===== src/rtl/comp_pkg.sv =====
// Shared definitions for the serial magnitude comparator.
//   state_t : sequencer states (2-bit encoding)
//   RES_*   : result encoding on {l,e,g}
package comp_pkg;

  typedef enum logic [1:0] {
    IDLE = 2'd0,
    RUN  = 2'd1,
    DONE = 2'd2
  } state_t;

  localparam logic [2:0] RES_LT = 3'b100;
  localparam logic [2:0] RES_EQ = 3'b010;
  localparam logic [2:0] RES_GT = 3'b001;

endpackage


===== src/rtl/comp_bit_slice.sv =====
// Purely combinational 1-bit magnitude compare built from 2:1 muxes.
//   ai, bi : operand bits
//   li     : ai < bi
//   ei     : ai == bi
//   gi     : ai > bi
module comp_bit_slice (
  input  logic ai,
  input  logic bi,
  output logic li,
  output logic ei,
  output logic gi
);

  // ai selects between the two possible answers for each flag
  always_comb begin
    li = ai ? 1'b0 : bi;
    ei = ai ? bi   : ~bi;
    gi = ai ? ~bi  : 1'b0;
  end

endmodule


===== src/rtl/comp_serial_seq.sv =====
// Serial MSB-first magnitude comparator of two W-bit unsigned operands using
// a single 1-bit compare slice; stops at the first differing bit.
//   clk    : rising-edge clock
//   rst_n  : synchronous active-low reset
//   start  : compare request, accepted whenever not busy
//   a, b   : operands, captured on the accepting edge
//   busy   : compare in progress
//   done   : one-cycle result-valid pulse
//   l/e/g  : registered A<B / A==B / A>B, held until the next accepted start
module comp_serial_seq #(
  parameter int unsigned W = 8
) (
  input  logic         clk,
  input  logic         rst_n,
  input  logic         start,
  input  logic [W-1:0] a,
  input  logic [W-1:0] b,
  output logic         busy,
  output logic         done,
  output logic         l,
  output logic         e,
  output logic         g
);
  import comp_pkg::*;

  localparam int unsigned IW = (W > 1) ? $clog2(W) : 1;

  state_t         state;
  state_t         state_nxt;
  logic [W-1:0]   a_r;
  logic [W-1:0]   b_r;
  logic [IW-1:0]  idx;
  logic [2:0]     res_r;
  logic           ai, bi;
  logic           li, ei, gi;
  logic           accept;
  logic           last_bit;

  // A 1-bit operand has nothing to index; select the only bit directly
  if (W == 1) begin : g_one_bit
    assign ai = a_r[0];
    assign bi = b_r[0];
  end else begin : g_multi_bit
    assign ai = a_r[idx];
    assign bi = b_r[idx];
  end

  comp_bit_slice u_slice (
    .ai (ai),
    .bi (bi),
    .li (li),
    .ei (ei),
    .gi (gi)
  );

  always_comb begin
    accept   = start && (state != RUN);
    last_bit = (idx == '0);
  end

  // State register
  always_ff @(posedge clk) begin
    if (!rst_n) state <= IDLE;
    else        state <= state_nxt;
  end

  // Next-state logic; DONE accepts start directly so compares run back-to-back
  always_comb begin
    state_nxt = state;
    unique case (state)
      IDLE:    if (start) state_nxt = RUN;
      RUN:     if (!ei || last_bit) state_nxt = DONE;
      DONE:    state_nxt = start ? RUN : IDLE;
      default: state_nxt = IDLE;
    endcase
  end

  // Operand, index and result registers
  always_ff @(posedge clk) begin
    if (!rst_n) begin
      a_r   <= '0;
      b_r   <= '0;
      idx   <= '0;
      res_r <= '0;
    end else if (accept) begin
      a_r   <= a;
      b_r   <= b;
      idx   <= IW'(W - 1);
      res_r <= '0;
    end else if (state == RUN) begin
      if (gi)            res_r <= RES_GT;
      else if (li)       res_r <= RES_LT;
      else if (last_bit) res_r <= RES_EQ;
      else               idx   <= idx - 1'b1;
    end
  end

  // Output logic
  always_comb begin
    busy      = (state == RUN);
    done      = (state == DONE);
    {l, e, g} = res_r;
  end

endmodule


===== config.mk =====
export PLATFORM = sky130hd
export DESIGN_NAME = comp_serial_seq
export DESIGN_NICKNAME = d
export VERILOG_FILES = /design/src/rtl/comp_pkg.sv /design/src/rtl/comp_bit_slice.sv /design/src/rtl/comp_serial_seq.sv
export SDC_FILE = /design/constraint.sdc
export NUM_CORES = 1
export LEC_CHECK = 0
export ABC_AREA = 1
export CAP_MARGIN = 40
export CORE_MARGIN = 4
export CORE_UTILIZATION = 53
export CTS_CLUSTER_SIZE = 10
export DETAILED_ROUTE_END_ITERATION = 10
export PLACE_DENSITY = 0.84
export SYNTH_ARGS = -nofsm -noshare
export SYNTH_HDL_FRONTEND = slang
export SYNTH_SLANG_ARGS = --single-unit

===== constraint.sdc =====
create_clock -name clk -period 3.1 [get_ports clk]
set_clock_uncertainty 0.2 [all_clocks]
set_input_delay 0.62 -clock clk [delete_from_list [all_inputs] [get_ports clk]]
set_output_delay 0.62 -clock clk [all_outputs]
set_load 0.005 [all_outputs]

Word level (Yosys, flattened, before mapping) --
Index checks and enable logic that the tools add are counted.
Word-level totals: register bits after elaboration 24, output and inout port bits 5, logic and storage cells 47
Cells by class: $add $sub $neg 1, magnitude comparators 1, equal/unequal tests 8, multiplexer cells 19, bitwise gates (word level) 2, reductions and logical operators 11
Operator list (number):
- 3-bit 2-to-1 mux | 8
- 2-bit by 1-bit != test with 1-bit output, second input constant | 4
- 1-bit binary-select mux with 3-bit select | 2
- 1-bit 2-to-1 mux | 6
- 2-bit one-hot mux with 3 select lines | 1
- 3-bit by 4-bit less-than comparator with 1-bit output, second input constant | 1
- 2-bit 2-to-1 mux | 2
- 2-bit != test, second input constant | 2
- 2-bit AND reduction | 2
- 4-bit AND reduction | 1
- 3-bit logical NOT | 1
- 3-bit nonzero test | 1
- 3-bit by 1-bit subtractor with 3-bit output, second input constant | 1
- 2-bit by 1-bit == test with 1-bit output, second input constant | 1
- 2-bit == test, second input constant | 1
- 2-bit logical NOT | 1
- 1-bit NOT | 2
- 2-bit nonzero test | 1
- 2-bit OR reduction | 1
- 1-bit logical AND | 1
- 1-bit logical NOT | 1
- 1-bit logical OR | 1

Depth between registers and ports, before layout --
Gate-level depths: netlist of run 1.
word-level depth 8, mapped depth 13

Modules after synthesis --
From an unflattened synthesis of run 1, not the netlist that was laid out.
Second synthesis, totals: cell total of the unflattened synthesis 163, area total of the unflattened synthesis 1146.1 um^2
By module, submodules not included:
- comp_serial_seq | times used 1, cells each 159, area an instance 1113.6 um^2, seq. area each 480.5 um^2
- comp_bit_slice | times used 1, cells each 4, area an instance 32.5 um^2, seq. area each 0.0 um^2

Least setup slack after synthesis of run 1 --
No wires, ideal clock.
path kind register to register, start point reg idx[0], end point reg idx[0], data arrival time 1.542 ns, path slack 1.292 ns, stages on the path, launching flop included 13, cells stage by stage dfxtp_1 > buf_2 > nor2_1 > nor2_1 > o21ai_0 > nand3_1 > o21ai_1 > ha_1 > nor2_1 > nand3_4 > nand2_1 > nand2_1 > a21oi_2
Between the ends: cells in the longest elaborated chain, start to end 6, elaborated cells between the ends (all ways) 18, classes of those cells add/sub (1); eq/ne (3); mux (11); bitwise (1); reduce/logical (2)
Ends and longest elaborated chain:
- start: declaration | line comp_serial_seq.sv:32 | logic [IW-1:0] idx;
- start signal: assignment | line comp_serial_seq.sv:88 | idx <= IW'(W - 1);
- start signal: assignment | line comp_serial_seq.sv:94 | else idx <= idx - 1'b1;
- 3-bit by 1-bit subtractor with 3-bit output or 1-bit binary-select mux with 3-bit select (tied branches) | line comp_serial_seq.sv:94, comp_serial_seq.sv:45
- 3-bit 2-to-1 mux or 1-bit 2-to-1 mux (tied branches) | line comp_serial_seq.sv:93, comp_serial_seq.sv:45
- 3-bit 2-to-1 mux or 1-bit NOT (tied branches) | line comp_serial_seq.sv:92, comp_bit_slice.sv:18
- 3-bit 2-to-1 mux or 1-bit 2-to-1 mux (tied branches) | line comp_serial_seq.sv:91, comp_bit_slice.sv:18
- 3-bit 2-to-1 mux or 2-bit by 1-bit != test with 1-bit output (tied branches)
- 3-bit 2-to-1 mux or 4-bit AND reduction (tied branches)
Parallel ways exist; a longest one is shown, timed or not. The select of a mux whose other input is x is not followed. A chain may end at the register's enable or synchronous reset.

Worst setup path after layout of run 1 --
start point reg state[0], end point out busy
Between the ends: cells in the longest elaborated chain, start to end 1
Ends and longest elaborated chain:
- start: declaration | line comp_serial_seq.sv:28 | state_t state;
- start signal: assignment | line comp_serial_seq.sv:64 | else state <= state_nxt;
- 2-bit by 1-bit == test with 1-bit output | line comp_serial_seq.sv:100 | busy = (state == RUN);
- end: declaration | line comp_serial_seq.sv:18 | output logic busy,
No other way between the ends.

==> PnR_summary.wiki, run 1 <==
{| class="wikitable"
! Metric !! Value
|-
| Number of enable-type register cells in the synthesized netlist || 0
|-
| Total count of hold-check failures in the final report || 0
|-
| Sum of overflow across all layers after global routing || 0
|-
| Static leakage || 0.6230 nW
|-
| Routability congestion estimate || 0.8434
|-
| Part of the cycle the worst path needs || 0.7356
|-
| DR pass1 iterations || 4
|-
| Wire length of the first global-routing pass || 3.650 mm
|-
| Synthesis warning total || 0
|-
| Net count after synthesis || 189
|-
| Htree depth || 1
|-
| Max FO, Critical Path || 4
|-
| Final routed wirelength across all metal layers || 2.286 mm
|-
| Initial Util || 0.5792
|-
| Sequential fraction of the synthesis area || 0.4103
|-
| Main synth FF type || dfxtp_1
|-
| Cell count after synthesis || 166
|-
| Mean instance size in the synthesized netlist || 7.055 um2
|-
| Total count of max-transition violations in the final report || 0
|-
| Top cells by area, synth || dfxtp_1, nor2_1, o21ai_1
|-
| Port-buffer cells || 23
|-
| Unique cell type count in the Yosys netlist || 19
|-
| Std cell rows || 16
|-
| Final #Nets || 213
|-
| Placeable core region || 2022 um2
|-
| Post-synth design cell area || 1171 um2
|-
| Final critical-path required period || 2.280 ns
|-
| Postcts setup bufs || 0
|-
| Required time reported for the critical path endpoint || 2.28 ns
|-
| Setup-failing EPs final || 0
|-
| Total vias in the final route || 1083
|-
| Inserted Diodes || 0
|-
| Final core area utilization || 0.7110
|-
| Sink count of the clock tree || 24
|-
| Worst Setup End Kind || output port
|-
| # hold bufs at CTS || 0
|-
| Count of unresolved DRC violations after routing || 0
|-
| Share of the synthesized area in the top cell type || 0.4103
|-
| Vias in the first global route || 914
|-
| Slew at the pin closest to its max-slew limit || 0.5012 ns
|-
| Routed len/inst || 10.58 um
|-
| Layout Area Growth over Synthesis || 22.76%
|-
| Maximum number of pins on one net before global-route repair || 24
|-
| Share of async-settable or async-resettable flops after synthesis || 0
|-
| PwrDens || 559.0 nW/um2
|-
| Synth top cells by count || nor2_1, dfxtp_1, o21ai_1, nand2_1
|-
| Type of origin of the critical path || flop
|-
| Inserted Clock Buffers || 3
|-
| Post-layout total power || 0.8037 mW
|-
| Critical R2R Launch || idx[0]$_SDFFE_PN0P_
|-
| Worst endpoint data arrival time || 1.46 ns
|-
| Library cell with the highest instance count after synthesis || nor2_1
|-
| Worst-case vdd ir drop || 0.0003647 V
|-
| TritonCTS clock tree || built
|-
| Root buffer cell || clkbuf_4
|-
| Latest clock arrival within the worst-skew pair || 0.31 ns
|-
| Post-synth top area cell || dfxtp_1
|-
| Relative slew slack || 0.6648
|-
| Gr usage total || 0.1714
|-
| Timing-limited maximum frequency || 0.4385 GHz
|-
| Sum of negative setup slack || 0 ns
|-
| Share of layout cells above drive strength 1 || 0.09524
|-
| Path type of the worst min-delay path || flop to flop
|-
| Final-layout worst hold slack || 0.2921 ns
|-
| Total Die Area || 3026 um2
|-
| Vias per inst || 5.014
|-
| I/O pin count || 24
|-
| Register clock-pin slew on the reported worst setup and hold paths || 0.12 ns
|-
| Run status || finished clean
|-
| Hold path start || b_r[7]$_SDFFE_PN0P_
|-
| Startpoint-to-endpoint class of the critical path || flop to output port
|-
| Post-CTS Resized || 0
|-
| Maximum capacitance violations || 0
|-
| Initial DRC Count || 16
|-
| Launching element of the worst setup path || state[0]$_SDFFE_PN0P_
|-
| Flops & latches, synth || 24
|-
| RSZ-0062 raised after global routing || false
|-
| Worst-case clock buffer depth || 2
|-
| Vertical extent of the die || 55.01 um
|-
| Antenna violations before repair || 0
|-
| Placed cell count || 212
|-
| DRT antenna net count || 0
|-
| Layout Cells excl Fill || 216
|-
| Die Width || 55.01 um
|-
| DPL Wire Length || 1.728 mm
|}
-- through the flow --
step | setup slack, ns | instance area [um2]
floorplan | 1.292 | 1171
global placement | 0.8677 | 1401
detailed placement | 0.7705 | 1401
CTS | 0.8022 | 1438
global route | 0.7272 | 1438
finish | 0.8197 | 1438
-- flip-flops by register name (all words and copies together), names as in the netlist --
name and count:
state 2, res_r 3, b_r 8, a_r 8, idx 3
-- per-layer routing --
metal	part of all wire	GRT usage	vias up	wire length [um]
li1	-	-	577	-
met1	0.42	0.1839	474	966
met2	0.50	0.3169	27	1137
met3	0.057	0.02413	5	131
met4	0.022	0.09717	0	51
met5	0	0	-	0
-- critical path, cell delays in order, from the launching register on --
cell,delay [ns]
dfxtp_1,0.40
inv_2,0.07
nor2_4,0.15
clkdlybuf4s50_1,0.53
-- worst paths after layout --
path                                       endpoint  slack (ns)  depth (start not counted)
worst max-delay path                           busy        0.82                          3
worst min-delay path            b_r[7]$_SDFFE_PN0P_        0.29                          2
worst max register to register  idx[2]$_SDFFE_PN0P_        0.93                         12
worst min register to register  b_r[7]$_SDFFE_PN0P_        0.29                          2
-- layout by cell type, fill, tap and decap left out, drive strengths merged --
cell,synthesis,layout
nor2,59,59
o21ai,29,29
nand2,25,25
dfxtp,24,24
clkdlybuf4s50,0,23
inv,9,9
nand3,7,7
ha,4,4
clkbuf,0,4
a21oi,4,4
buf,4,1
-- power breakdown --
group          switching (mW)  internal (mW)
sequential             0.0239          0.343
combinational           0.159          0.116
clock                  0.0899         0.0718
-- logic make-up after synthesis --
kind of cell | synth area share
and+or+nand+nor | 0.3333
buffers and inverters | 0.06624
adders and majority gates | 0.04274
DFF | 0.4103
AOI/OAI and AO/OA | 0.1474
-- final cells by class --
class                   instances  area, um2
clock buffers                   4      36.28
fillers                       182      584.3
inverters                       9      36.28
multi-input cells             128      613.1
flip-flops and latches         24      480.5
well taps                      27      33.78
repair buffers                 24      237.7
Power figures use the tool's default switching activity.
==> inputs of run 2 (changes only) <==
--- a/config.mk
+++ b/config.mk
@@ -8,10 +8,10 @@
 export ABC_AREA = 1
 export CAP_MARGIN = 40
 export CORE_MARGIN = 4
-export CORE_UTILIZATION = 53
+export CORE_UTILIZATION = 50
 export CTS_CLUSTER_SIZE = 10
 export DETAILED_ROUTE_END_ITERATION = 10
-export PLACE_DENSITY = 0.84
+export PLACE_DENSITY = 0.8
 export SYNTH_ARGS = -nofsm -noshare
 export SYNTH_HDL_FRONTEND = slang
 export SYNTH_SLANG_ARGS = --single-unit
==> constraint.sdc (replaced) <==
create_clock -name clk -period 2.3 [get_ports clk]
set_clock_uncertainty 0.2 [all_clocks]
set_input_delay 0.46 -clock clk [delete_from_list [all_inputs] [get_ports clk]]
set_output_delay 0.46 -clock clk [all_outputs]
set_load 0.005 [all_outputs]
==> run 2 against run 1 <==
Compared with the run above:
- die area grew 5.1%
- combinational power grew 35%
- clock power grew 35%
- count of clock-buffer cells in the layout is the same
- critical path depth is the same
- sequential power grew 35%
- wire length shrank 3.6%
- utilization shrank 5.7 points
- cell area grew 0.61%
==> PnR_summary.wiki, run 2 (synthesized netlist as in run 1, its figures left out) <==
{| class="wikitable"
! Metric !! Value
|-
| Vias per inst || 5.018
|-
| Total Die Area || 3180 um2
|-
| Reg2reg end || idx[2]$_SDFFE_PN0P_
|-
| Worst Setup End Kind || output port
|-
| DPL Wire Length || 1.707 mm
|-
| Total count of hold-check failures in the final report || 0
|-
| # hold bufs at CTS || 0
|-
| Part of the cycle the worst path needs || 0.9124
|-
| Max FO, Critical Path || 4
|-
| Static leakage || 0.6278 nW
|-
| DR pass1 iterations || 4
|-
| Worst endpoint data arrival time || 1.44 ns
|-
| Required time reported for the critical path endpoint || 1.64 ns
|-
| Filler cell count in the final layout || 214
|-
| Sum of overflow across all layers after global routing || 0
|-
| Sum of negative setup slack || 0 ns
|-
| Inserted Clock Buffers || 3
|-
| Worst Hold Path Cells || 2
|-
| Routability congestion estimate || 0.8714
|-
| Commonest non-fill, non-tap cell in the layout || nor2_1
|-
| Run status || finished clean
|-
| Critical R2R Launch || idx[0]$_SDFFE_PN0P_
|-
| I/O pin count || 24
|-
| Post-layout total power || 1.085 mW
|-
| Die Width || 56.40 um
|-
| Maximum number of pins on one net before global-route repair || 24
|-
| Std cell rows || 17
|-
| Wire length of the first global-routing pass || 3.926 mm
|-
| Root buffer cell || clkbuf_4
|-
| Placed cell count || 214
|-
| Inserted Diodes || 0
|-
| Layout Cells excl Fill || 218
|-
| Share of layout cells above drive strength 1 || 0.1000
|-
| Most frequent cells in the layout || nor2_1, dfxtp_1, o21ai_1, clkdlybuf4s50_1, nand2_1
|-
| Initial Util || 0.5294
|-
| GRT met2 Usage || 0.2638
|-
| Timing-limited maximum frequency || 0.4765 GHz
|-
| Worst setup timing slack at the placement stage || 0.3117 ns
|-
| Hold path start || b_r[5]$_SDFFE_PN0P_
|-
| Final #Nets || 214
|-
| Maximum capacitance violations || 0
|-
| Postcts setup bufs || 0
|-
| Sink of the worst hold path || b_r[5]$_SDFFE_PN0P_
|-
| Worst reg-to-reg setup slack || 0.28 ns
|-
| Worst-case vdd ir drop || 0.0005117 V
|-
| Total count of max-transition violations in the final report || 0
|-
| Htree depth || 1
|-
| Antenna violations before repair || 0
|-
| Gr usage total || 0.1525
|-
| Port-buffer cells || 23
|-
| Relative slew slack || 0.8164
|-
| TritonCTS clock tree || built
|-
| Total vias in the final route || 1094
|-
| Initial DRC Count || 10
|-
| Type of origin of the critical path || flop
|-
| Setup-failing EPs final || 0
|-
| Busiest grt layer || met2
|-
| Startpoint-to-endpoint class of the critical path || flop to output port
|-
| Count of unresolved DRC violations after routing || 0
|-
| Latest clock arrival within the worst-skew pair || 0.31 ns
|-
| Placeable core region || 2212 um2
|-
| DRT antenna net count || 0
|-
| Met1 Use GR || 0.1835
|-
| RSZ-0062 raised after global routing || false
|-
| Final critical-path required period || 2.098 ns
|-
| PwrDens || 750.1 nW/um2
|-
| Post-CTS Resized || 0
|-
| Worst-case clock buffer depth || 2
|-
| Final routed wirelength across all metal layers || 2.204 mm
|-
| Registers with the highest flip-flop counts || a_r: 8 flops, b_r: 8 flops
|-
| Layout Area Growth over Synthesis || 23.50%
|-
| Slew at the pin closest to its max-slew limit || 0.2751 ns
|-
| Slack of the critical path || 0.2015 ns
|-
| Vertical extent of the die || 56.40 um
|-
| Number of cell instances on the worst register-to-register path || 11
|-
| Vias in the first global route || 952
|-
| Sink count of the clock tree || 24
|-
| Final core area utilization || 0.6538
|-
| Register clock-pin slew on the reported worst setup and hold paths || 0.12 ns
|-
| Met3 usage || 0.02299
|-
| Path type of the worst min-delay path || flop to flop
|-
| Routed len/inst || 10.11 um
|}
-- run 2: cell count changes in the layout (fill, tap and decap cells not counted), sizes merged --
cell	before	now
buf	1	2
-- run 2: cell type report --
cell class | instances | area [um2] | share of cell area
inverter | 9 | 36.28 | 0.02509
timing repair buffer | 25 | 245.2 | 0.1695
clock buffer | 4 | 36.28 | 0.02509
tap | 28 | 35.03 | 0.02422
sequential | 24 | 480.5 | 0.3322
multi-input combinational | 128 | 613.1 | 0.4239
-- run 2: worst max-delay path: stages (launching register included) --
cell	delay, ns
dfxtp_1	0.40
inv_2	0.06
nor2_4	0.14
clkdlybuf4s50_1	0.52
-- run 2: layer usage --
layer,vias up,share of wire
li1,585,-
met5,-,0
met3,5,0.050
met1,484,0.44
met4,0,0.021
met2,20,0.48
-- run 2: through the flow --
step	area (um2)	hold slack, ns
global placement	1410	0.2638
finish	1446	0.2935
detailed placement	1410	0.2711
floorplan	1171	0.2488
global route	1446	0.3250
CTS	1446	0.2975
-- run 2: worst max-delay path by stage --
| stage | from | endpoint | slack (ns) | cells after the start |
|---|---|---|---|---|
| finish | state[0]$_SDFFE_PN0P_ | busy | 0.20 | 3 |
| global route | idx[0]$_SDFFE_PN0P_ | idx[1]$_SDFFE_PN0P_ | 0.08 | 11 |
| CTS | state[0]$_SDFFE_PN0P_ | busy | 0.19 | 3 |
| detailed placement | idx[0]$_SDFFE_PN0P_ | idx[2]$_SDFFE_PN0P_ | 0.31 | 11 |
| global placement | idx[0]$_SDFFE_PN0P_ | idx[1]$_SDFFE_PN0P_ | 0.38 | 13 |
| floorplan | idx[0]$_SDFFE_PN0P_ | idx[0]$_SDFFE_PN0P_ | 0.49 | 12 |
-- run 2: power by group --
part / total, mW / leakage, nW / internal [mW] / switching (mW)
Sequential: 0.495 / 0.199 / 0.462 / 0.0327
Combinational: 0.371 / 0.408 / 0.158 / 0.213
Clock: 0.219 / 0.0210 / 0.0968 / 0.122
